### src/rtl/dtack_watchdog_pkg.sv
// dtack_watchdog_pkg: shared channel state encoding, default timing constants
// and effective-timeout selection for the multi-channel DTACK watchdog.
package dtack_watchdog_pkg;

    typedef enum logic [1:0] {IDLE, RUN, DONE, TMO} state_t;

    localparam int DEFAULT_TIMEOUT = 200;
    localparam int PRESCALE        = 125;

    function automatic int eff_timeout(input int cfg, input int dflt);
        return (cfg == 0) ? dflt : cfg;
    endfunction

endpackage

### src/rtl/dtack_watchdog_chan.sv
// dtack_watchdog_chan: one access channel with its own prescaler, microsecond
// counter, latched timeout limit and timeout/elapsed-time status.
module dtack_watchdog_chan #(
    parameter int PRESCALE        = dtack_watchdog_pkg::PRESCALE,
    parameter int PRE_W           = 7,
    parameter int TMO_W           = 8,
    parameter int DEFAULT_TIMEOUT = dtack_watchdog_pkg::DEFAULT_TIMEOUT
) (
    input  logic             clk,
    input  logic             reset,
    input  logic             start,
    input  logic             done,
    input  logic [TMO_W-1:0] timeout_cfg,
    input  logic             err_clr,
    output logic             busy,
    output logic             tmo_active,
    output logic             tmo_pulse,
    output logic             tmo_sticky,
    output logic [TMO_W-1:0] last_time,
    output logic             last_valid
);
    import dtack_watchdog_pkg::*;

    state_t             state_q, state_d;
    logic [PRE_W-1:0]   pre_q, pre_d;
    logic [TMO_W-1:0]   us_q, us_d, tlim_q, tlim_d, last_time_q, last_time_d;
    logic               tmo_pulse_q, tmo_pulse_d, tmo_sticky_q, tmo_sticky_d;
    logic               last_valid_q, last_valid_d;
    logic               wrap, hit;

    assign wrap = pre_q == PRE_W'(PRESCALE - 1);
    assign hit  = wrap && (us_q == tlim_q - TMO_W'(1));

    always_comb begin
        state_d      = state_q;
        pre_d        = pre_q;
        us_d         = us_q;
        tlim_d       = tlim_q;
        tmo_pulse_d  = 1'b0;
        tmo_sticky_d = tmo_sticky_q & ~err_clr;
        last_time_d  = last_time_q;
        last_valid_d = last_valid_q;
        if (!start) begin
            state_d = IDLE;
        end else if (state_q == IDLE) begin
            state_d      = RUN;
            pre_d        = '0;
            us_d         = '0;
            tlim_d       = TMO_W'(eff_timeout(int'(timeout_cfg), DEFAULT_TIMEOUT));
            last_valid_d = 1'b0;
        end else if (state_q == RUN) begin
            // done outranks a timeout landing on the same edge
            if (done) begin
                state_d      = DONE;
                last_time_d  = us_q;
                last_valid_d = 1'b1;
            end else if (hit) begin
                state_d      = TMO;
                tmo_pulse_d  = 1'b1;
                tmo_sticky_d = 1'b1;
            end else begin
                pre_d = wrap ? '0 : pre_q + PRE_W'(1);
                us_d  = wrap ? us_q + TMO_W'(1) : us_q;
            end
        end
    end

    always_ff @(posedge clk or posedge reset) begin
        if (reset) begin
            state_q      <= IDLE;
            pre_q        <= '0;
            us_q         <= '0;
            tlim_q       <= '0;
            tmo_pulse_q  <= 1'b0;
            tmo_sticky_q <= 1'b0;
            last_time_q  <= '0;
            last_valid_q <= 1'b0;
        end else begin
            state_q      <= state_d;
            pre_q        <= pre_d;
            us_q         <= us_d;
            tlim_q       <= tlim_d;
            tmo_pulse_q  <= tmo_pulse_d;
            tmo_sticky_q <= tmo_sticky_d;
            last_time_q  <= last_time_d;
            last_valid_q <= last_valid_d;
        end
    end

    assign busy       = state_q == RUN;
    assign tmo_active = state_q == TMO;
    assign tmo_pulse  = tmo_pulse_q;
    assign tmo_sticky = tmo_sticky_q;
    assign last_time  = last_time_q;
    assign last_valid = last_valid_q;

endmodule

### src/rtl/dtack_watchdog_mc.sv
// dtack_watchdog_mc: NCH independent VME access watchdog channels sharing a
// runtime timeout setting, each with exact per-channel timing.
module dtack_watchdog_mc #(
    parameter int NCH             = 4,
    parameter int PRESCALE        = dtack_watchdog_pkg::PRESCALE,
    parameter int PRE_W           = 7,
    parameter int TMO_W           = 8,
    parameter int DEFAULT_TIMEOUT = dtack_watchdog_pkg::DEFAULT_TIMEOUT
) (
    input  logic                 clk,
    input  logic                 reset,
    input  logic [NCH-1:0]       start,
    input  logic [NCH-1:0]       done,
    input  logic [TMO_W-1:0]     timeout_cfg,
    input  logic [NCH-1:0]       err_clr,
    output logic [NCH-1:0]       busy,
    output logic [NCH-1:0]       tmo_active,
    output logic [NCH-1:0]       tmo_pulse,
    output logic [NCH-1:0]       tmo_sticky,
    output logic [NCH*TMO_W-1:0] last_time,
    output logic [NCH-1:0]       last_valid
);
    import dtack_watchdog_pkg::*;

    for (genvar i = 0; i < NCH; i++) begin : g_ch
        dtack_watchdog_chan #(
            .PRESCALE(PRESCALE),
            .PRE_W(PRE_W),
            .TMO_W(TMO_W),
            .DEFAULT_TIMEOUT(DEFAULT_TIMEOUT)
        ) u_chan (
            .clk(clk),
            .reset(reset),
            .start(start[i]),
            .done(done[i]),
            .timeout_cfg(timeout_cfg),
            .err_clr(err_clr[i]),
            .busy(busy[i]),
            .tmo_active(tmo_active[i]),
            .tmo_pulse(tmo_pulse[i]),
            .tmo_sticky(tmo_sticky[i]),
            .last_time(last_time[i*TMO_W +: TMO_W]),
            .last_valid(last_valid[i])
        );
    end

endmodule

### config.mk
export PLATFORM = sky130hd
export DESIGN_NAME = dtack_watchdog_mc
export DESIGN_NICKNAME = d
export VERILOG_FILES = /design/src/rtl/dtack_watchdog_pkg.sv /design/src/rtl/dtack_watchdog_chan.sv /design/src/rtl/dtack_watchdog_mc.sv
export SDC_FILE = /design/constraint.sdc
export NUM_CORES = 1
export LEC_CHECK = 0
export BUFFER_PORTS_ARGS = -buffer_cell sky130_fd_sc_hd__buf_2
export CORE_ASPECT_RATIO = 1.4
export CORE_UTILIZATION = 45
export DETAILED_ROUTE_END_ITERATION = 12
export PLACE_DENSITY = 0.68
export SLEW_MARGIN = 20
export SYNTH_ARGS = -nofsm -noshare
export SYNTH_HDL_FRONTEND = slang
export SYNTH_SLANG_ARGS = --single-unit
### constraint.sdc
create_clock -name clk -period 6.05 [get_ports clk]
set_input_delay 0.605 -clock clk [delete_from_list [all_inputs] [get_ports clk]]
set_output_delay 0.605 -clock clk [all_outputs]
set_load 0.01 [all_outputs]
Word-level counts from Yosys, hierarchy flattened:

Index checks and enable logic that the tools add are counted.

* $add $sub $neg: 12
* multipliers: 0
* div/mod/pow operators: 0
* magnitude comparators: 0
* equal/unequal tests: 32
* shifts and indexed selects: 0
* muxes and demuxes: 113
* bitwise gates (word level): 12
* reduce and logical (&&, ||, !) cells: 45

Operators by type and width (number)
* 2-to-1 mux 8 bit: 21
* 2-to-1 mux 7 bit: 20
* 2-to-1 mux 1 bit: 52
* 2-to-1 mux 2 bit: 20
* adder 8 x 1 -> 8 bit (second input constant): 4
* equality test 8 bit: 4
* AND reduction 4 bit: 8
* subtractor 8 x 1 -> 8 bit (second input constant): 4
* adder 7 x 1 -> 7 bit (second input constant): 4
* equality test 7 bit (second input constant): 4
* nonzero test 2 bit: 12
* AND reduction 5 bit: 4
* inequality test 4 x 1 -> 1 bit (second input constant): 4
* AND reduction 2 bit: 8
* inequality test 3 x 1 -> 1 bit (second input constant): 4
* AND reduction 3 bit: 4
* equality test 2 x 1 -> 1 bit (second input constant): 4
* equality test 2 bit (second input constant): 4
* zero test 2 bit: 4
* zero test 8 bit: 1
* inequality test 2 x 1 -> 1 bit (second input constant): 4
* inequality test 2 bit (second input constant): 4
* inverter 1 bit: 8
* bitwise AND 1 bit: 4
* logical AND 1 bit: 4

* register bits: 144
* latch bits: 0
* bits in writable memories: 0
* memory bits (read-only): 0
* input port bits: 22
* logic and storage cells: 246
* memories: 0

Longest topological paths before layout:

Gate-level depths: netlist of the first run.

* depth after elaboration: 8
* gate-level depth with buffers: 10
* mapped depth without buffers: 9

Hierarchy:

A second synthesis of the first run with hierarchy kept.

* cell total of the unflattened synthesis: 784
* area, all modules: 7930.1 sq um

Modules (own cells, without submodules)
* dtack_watchdog_chan at g_ch[0].u_chan ...: times used 3, cells an instance 199, area each 1995.7 sq um, sequential area each 900.9 sq um
* dtack_watchdog_chan at g_ch[3].u_chan: times used 1, cells an instance 187, area each 1943.1 sq um, sequential area each 900.9 sq um

Worst setup path after synthesis of the first run:

No wires, ideal clock.

* path kind: register to register
* from: register g_ch[3].u_chan.tlim_q[2]
* to: register g_ch[3].u_chan.pre_q[0]
* arrival: 2.470 ns
* data required time: 5.923 ns
* slack: 3.452 ns
* stages on the path, launching flop included: 10
* buffers on the path: 2
* period minus slack after synthesis: 2.598 ns
* cells stage by stage: dfrtp_1 -> buf_2 -> or4_1 -> or3_1 -> a211oi_1 -> a311oi_1 -> nor4_2 -> nand2b_1 -> buf_4 -> mux2_1

* cells in the longest elaborated chain, start to end: 5

RTL lines
* start: declaration: line dtack_watchdog_chan.sv:26 `logic [TMO_W-1:0] us_q, us_d, tlim_q, tlim_d, last_time_q, last_time_d;`
* start signal: assignment: line dtack_watchdog_chan.sv:82 `tlim_q <= tlim_d;`
* subtractor 8 x 1 -> 8 bit: line dtack_watchdog_chan.sv:32 `assign hit = wrap && (us_q == tlim_q - TMO_W'(1));`
* equality test 8 bit: line dtack_watchdog_chan.sv:32
* logical AND 1 bit: line dtack_watchdog_chan.sv:32
* inequality test 2 bit (no line)
* AND reduction 4 bit (no line)
* end signal: assignment: line dtack_watchdog_chan.sv:80 `pre_q <= pre_d;`
* end: declaration: line dtack_watchdog_chan.sv:25 `logic [PRE_W-1:0] pre_q, pre_d;`

No other way between the ends.
A chain may end at the register's enable or synchronous reset.

Worst setup path in the final report of the first run:

* from: register g_ch[3].u_chan.tlim_q[3]
* to: register g_ch[3].u_chan.pre_q[0]

The elaborated chain is that of the path after synthesis.

==> metrics.txt, run 1 <==
Mapped Cells 815; Synth Cell Area 0.00774 mm²; Pwr Density 308 mW/mm²; Leak Pwr 4.09 nW; Via-to-Cell Ratio 5.70; Routed WL 16700 µm; total internal power 1.89 mW; Post-synth EDFFs 0; P_sw 0.797 mW; pre-CTS worst setup slack 3.09 ns; CTS Buffer Depth 2; crit path kind reg2reg; Syn Nets 853; Synth Register Bits 144; Die Y-Extent 157 µm; R2R depth 8; Hold Crit Class in2async; RSZ-0062 raised after global routing false; Crit path required time 6.36 ns; Nets 901; # Post-CTS Setup Buffers 0; PortBufs 73; Clk Latency, worst-skew pair 0.43 ns; Reg clk slew, reported paths 0.06 ns; via count 6147; hpwl dp 11600 µm; critical path peak fanout 21; Hold Violations, Final 0; DRT Pass-1 Iters 4; Starting Density 46.0%; crit end category register; layout cells sized above 1 17.8%; combinational power share 17.0%; Clock power frac 39.5%; Rel. slew slack 39.5%; asr flop ratio synth 100%; min cycle time layout 2.95 ns; fmax 339 MHz; largest net degree at the start of global routing 100; switch share 29.6%; core area 0.0168 mm²; Setup WS post-layout 3.10 ns; Die W 113 µm; final setup violation count 0; Syn Area/Cell 9.50 µm²; Primary FF master, synth dfrtp_1; period utilization 48.7%; H-tree Lvls 4; fin. max-slew vios 0; most common cell after layout, fill and taps aside dfrtp_1; gr usage total 20.3%; CTS root buffer clkbuf_16; Die ar. 0.0177 mm²; Least-Margin Pin Slew 0.904 ns; post-cts repair resize count 0; largest cells by area after synthesis dfrtp_1 47%, mux2_2 5.2%, nand2_1 4.1%; Worst R2R End g_ch[3].u_chan.pre_q[0]; YS warnings 0; fill cell total of the finished layout 1582; row count 56; RR Startpoint g_ch[3].u_chan.tlim_q[3]; vias in the first global route 6091; skew final 0.00595 ns; clock sink count 144; Hold-fix buffers, CTS 0; global route total overflow 0; max_cap viols 0; initial drt markers 295; Residual DRC 0; area fraction of the dominant cell type after synthesis 46.6%; Yosys top cell by area dfrtp_1; wire per inst 15.5 µm; CTS tree built; Critical Path AT 3.26 ns; Flop pwr share 43.5%; P&R area growth vs syn 12.8%; ANT nets after route 0; Worst setup SP type register; most frequent cells in the layout 144 x dfrtp_1, 84 x nand2_1, 73 x buf_2, 62 x o21ai_0, 53 x a21oi_1; antenna cells 0; TritonCTS Buffers 17; Max rail drop VDD 0.179 mV; global-route wire length before repair 28700 µm; r2r setup slk 3.10 ns; register area share after synthesis 46.6%; number of antenna violations at the first check in global routing 1; setup TNS 0 ns; synth unique cells 60; Placer Congestion 0.794; outcome completed; num ports 74
[synth_stat cells (all sizes together), types with 5 or more instances]
| cell type | number |
|---|---|
| a21oi | 53 |
| inv | 33 |
| o31ai | 18 |
| o21ai | 65 |
| clkbuf | 22 |
| nor4 | 9 |
| nor2 | 48 |
| o41ai | 8 |
| nand3 | 26 |
| nor3 | 25 |
| and3 | 14 |
| nor2b | 13 |
| mux2i | 5 |
| nand2b | 12 |
| or4 | 13 |
| xor2 | 16 |
| nand2 | 84 |
| nand4 | 15 |
| or3 | 19 |
| a21o | 8 |
| mux2 | 37 |
| xnor2 | 24 |
| ha | 16 |
| buf | 28 |
| and2 | 6 |
| dfrtp | 144 |
[worst max-delay path by stage]
stage | start | slack, ns | cells past startpoint | end
floorplan | reset | 1.58 | 1 | g_ch[0].u_chan.last_time[0]
detailed placement | start[0] | 3.09 | 6 | g_ch[0].u_chan.us_q[6]
global placement | start[0] | 3.12 | 6 | g_ch[0].u_chan.us_q[6]
CTS | g_ch[2].u_chan.tlim_q[0] | 3.12 | 9 | g_ch[2].u_chan.us_q[1]
global route | g_ch[0].u_chan.tlim_q[0] | 2.71 | 9 | g_ch[0].u_chan.us_q[3]
finish | g_ch[3].u_chan.tlim_q[3] | 3.10 | 8 | g_ch[3].u_chan.pre_q[0]
[cells by family after synthesis]
kind of cell	Yosys count	synth area share [%]
AO/OA/AOI/OAI	185	14.6
XOR/XNOR	40	4.53
adder cells (fa/ha/maj)	16	2.59
buffers and inverters	83	5.14
flip-flops	144	46.6
multiplexers	42	6.03
AND/OR/NAND/NOR	305	20.5
[metrics by stage]
step	power [mW]	hold slack [ns]	utilization, %	std cells	cell area, µm²
after floorplan	1.52	0.450	-	815	7740
after global placement	1.63	0.455	48.4	1047	8130
after detailed placement	1.64	0.464	48.4	1047	8130
after CTS	2.72	0.411	51.9	1079	8730
after global routing	2.84	0.428	51.9	1079	8730
final	2.69	0.372	51.9	1079	8730
[registers in the layout, indices dropped and copies added (netlist names)]
name	cells
g_ch.u_chan.us_q	32
g_ch.u_chan.tmo_pulse	4
g_ch.u_chan.state_q	8
g_ch.u_chan.last_time	32
g_ch.u_chan.pre_q	28
g_ch.u_chan.tlim_q	32
g_ch.u_chan.tmo_sticky	4
g_ch.u_chan.last_valid	4
[metal layers]
| metal | up-vias | track usage [%] | part of all wire (%) |
|---|---|---|---|
| met5 | - | 0 | 0 |
| met4 | 0 | 7.24 | 1.2 |
| met3 | 13 | 4.74 | 3.2 |
| met2 | 81 | 35.3 | 51 |
| met1 | 3062 | 24.6 | 45 |
| li1 | 2991 | - | - |
[worst max-delay path: stages (launching register included)]
cell	delay [ns]
dfrtp_1	0.47
or4_1	0.53
or3_1	0.31
a211oi_1	0.24
a311oi_1	0.11
nor4_2	0.27
buf_4	0.25
nand2b_1	0.29
mux2_1	0.35
[final cells by class]
type,count,area (µm²),share of cell area (%)
clock buffer,17,425,4.87
multi-input combinational,588,3740,42.8
clock inverter,15,169,1.93
timing repair buffer,79,410,4.70
sequential,144,3600,41.3
tap,203,254,2.91
inverter,33,129,1.48
[power by group through the flow]
stage	Sequential (mW)	Combinational [mW]	Clock (mW)
after CTS	1.17	0.462	1.08
after detailed placement	1.19	0.458	0
after global placement	1.18	0.448	0
final	1.17	0.457	1.06
after global routing	1.19	0.524	1.13
after floorplan	1.15	0.375	0
Power figures use the tool's default switching activity.
==> run 2: changes to the inputs <==
==> constraint.sdc (replaced) <==
create_clock -name clk -period 3 [get_ports clk]
set_input_delay 0.3 -clock clk [delete_from_list [all_inputs] [get_ports clk]]
set_output_delay 0.3 -clock clk [all_outputs]
set_load 0.01 [all_outputs]
==> metrics.txt, run 2 (synthesized netlist as in run 1, its figures left out) <==
outcome completed (unchanged); fin. max-slew vios 0 (unchanged); delay-heaviest family, CP simple AND/OR/NAND/NOR gates (unchanged); row count 56 (unchanged); final setup violation count 0 (unchanged); DRT Pass-1 Iters 4 (unchanged); CTS Buffer Depth 2 (unchanged); antenna cells 0 (unchanged); hpwl dp 11800 µm (was 11600 µm); Residual DRC 0 (unchanged); largest net degree at the start of global routing 145 (was 100); initial drt markers 288 (was 295); period utilization 89.0% (was 48.7%); Max rail drop VDD 0.309 mV (was 0.179 mV); Rel. slew slack 49.0% (was 39.5%); Placer Congestion 0.814 (was 0.794); vias in the first global route 6181 (was 6091); CTS tree built (unchanged); Hold Crit Class in2async (unchanged); layout cells sized above 1 18.0% (was 17.8%); fin cells 1084 (was 1079); Die W 113 µm (unchanged); Routed WL 17100 µm (was 16700 µm); max_cap viols 0 (unchanged); via count 6190 (was 6147); worst path bufs/invs 0 (was 1); global route total overflow 0 (unchanged); post-placement cell count 1053 (was 1047); Die Y-Extent 157 µm (unchanged); # Post-CTS Setup Buffers 0 (unchanged); Nets 907 (was 901); Die ar. 0.0177 mm² (unchanged); fill cell total of the finished layout 1571 (was 1582); CTS root buffer clkbuf_16 (unchanged); cell mode on critical path o211a_1; Crit path required time 3.30 ns (was 6.36 ns); most frequent cells in the layout 144 x dfrtp_1, 84 x nand2_1, 73 x buf_2, 62 x o21ai_0, 53 x a21oi_1 (unchanged); ANT nets after route 0 (unchanged); fmax 374 MHz (was 339 MHz); fin util 52.4% (was 51.9%); TritonCTS Buffers 17 (unchanged); Least-Margin Pin Slew 0.766 ns (was 0.904 ns); number of antenna violations at the first check in global routing 2 (was 1); skew final 0.00742 ns (was 0.00595 ns); crit path kind reg2reg (unchanged); num ports 74 (unchanged); Critical Path AT 2.98 ns (was 3.26 ns); H-tree Lvls 4 (unchanged); global-route wire length before repair 29700 µm (was 28700 µm); clock sink count 144 (unchanged); Starting Density 46.0% (unchanged); gr usage total 21.1% (was 20.3%); crit end category register (unchanged); CP Cell Sequence nor4_2, a21oi_1, o211a_1, nand2b_1, o211a_1, nor2_1, mux2_2 (was or4_1, or3_1, a211oi_1, a311oi_1, nor4_2, buf_4, nand2b_1, mux2_1); Hold Violations, Final 0 (unchanged); Reg clk slew, reported paths 0.06 ns (about the same); Hold-fix buffers, CTS 0 (unchanged); Via-to-Cell Ratio 5.71 (was 5.70); P&R area growth vs syn 13.8% (was 12.8%); most common cell after layout, fill and taps aside dfrtp_1 (unchanged); Worst setup SP type register (unchanged); Pwr Density 623 mW/mm² (was 308 mW/mm²); PortBufs 73 (unchanged); min cycle time layout 2.67 ns (was 2.95 ns); core area 0.0168 mm² (unchanged); Worst path slowest cell nor4_2 (was or4_1); wire per inst 15.8 µm (was 15.5 µm); Clk Latency, worst-skew pair 0.42 ns (was 0.43 ns); largest stage delay on the critical path 0.48 ns (was 0.53 ns); RSZ-0062 raised after global routing false (unchanged); setup TNS 0 ns (unchanged); critical path peak fanout 15 (was 21); Leak Pwr 4.13 nW (was 4.09 nW); post-cts repair resize count 0 (unchanged)
[run 2: changes by cell type in the layout (fill, tap and decap cells not counted), moves of 2 or more]
cell | previous run | this run
clkinv_2 | 6 | 4
buf_4 | 6 | 11
clkbuf_8 | 0 | 3
inv_6 | 2 | 0
[run 2: per-stage QoR]
stage / hold slack [ns] / cell area [µm²] / setup slack (ns) / total power, mW
floorplan: 0.382 / 7740 / 0.402 / 3.08
global placement: 0.456 / 8190 / 0.396 / 3.30
detailed placement: 0.463 / 8190 / 0.333 / 3.34
CTS: 0.125 / 8800 / 0.260 / 5.55
global route: 0.127 / 8800 / 0.139 / 5.79
finish: 0.101 / 8800 / 0.329 / 5.49
[run 2: final cells by class]
| cell class | instances | area (µm²) | share of cell area, % |
|---|---|---|---|
| clock buffers | 21 | 470 | 5.34 |
| clock inverters | 10 | 135 | 1.53 |
| repair buffers | 85 | 468 | 5.31 |
| well taps | 203 | 254 | 2.88 |
| inverters | 33 | 128 | 1.45 |
| flip-flops and latches | 144 | 3600 | 40.9 |
| multi-input cells | 588 | 3750 | 42.5 |
[run 2: worst register-to-register path, delay by kind of cell (launching register included)]
kind            cells  cell delay (ns)
compound gates      3             0.78
flops               1             0.43
mux                 1             0.37
simple gates        3             0.98
[run 2: per-layer routing]
metal	up-vias	routed length, µm	global-route usage, %	share of wire, %
met1	3020	7310	25.1	43
met3	33	643	5.01	3.8
met4	2	409	9.65	2.4
met5	-	13	0	0.076
met2	114	8740	36.1	51
li1	3021	-	-	-
[run 2: final timing paths]
check                                          startpoint                          end  slack [ns]  cells after the start
worst max-delay path             g_ch[1].u_chan.tlim_q[4]       g_ch[1].u_chan.us_q[0]        0.33                      7
worst min-delay path                                reset  g_ch[3].u_chan.last_time[3]        0.10                      3
worst max register to register   g_ch[1].u_chan.tlim_q[4]       g_ch[1].u_chan.us_q[0]        0.33                      7
worst min register to register  g_ch[3].u_chan.tmo_sticky    g_ch[3].u_chan.tmo_sticky        0.47                      1
max in group asynchronous                           reset  g_ch[0].u_chan.last_time[3]        2.32                      3
min in group clk                                  done[2]     g_ch[2].u_chan.tmo_pulse        0.14                      2
[run 2: power breakdown]
| group | leakage [nW] | internal (mW) | switching, mW | total [mW] |
|---|---|---|---|---|
| registers | 1.92 | 2.12 | 0.234 | 2.36 |
| logic | 1.91 | 0.405 | 0.551 | 0.957 |
| clock network | 0.299 | 1.37 | 0.807 | 2.17 |
| total | 4.13 | 3.90 | 1.59 | 5.49 |
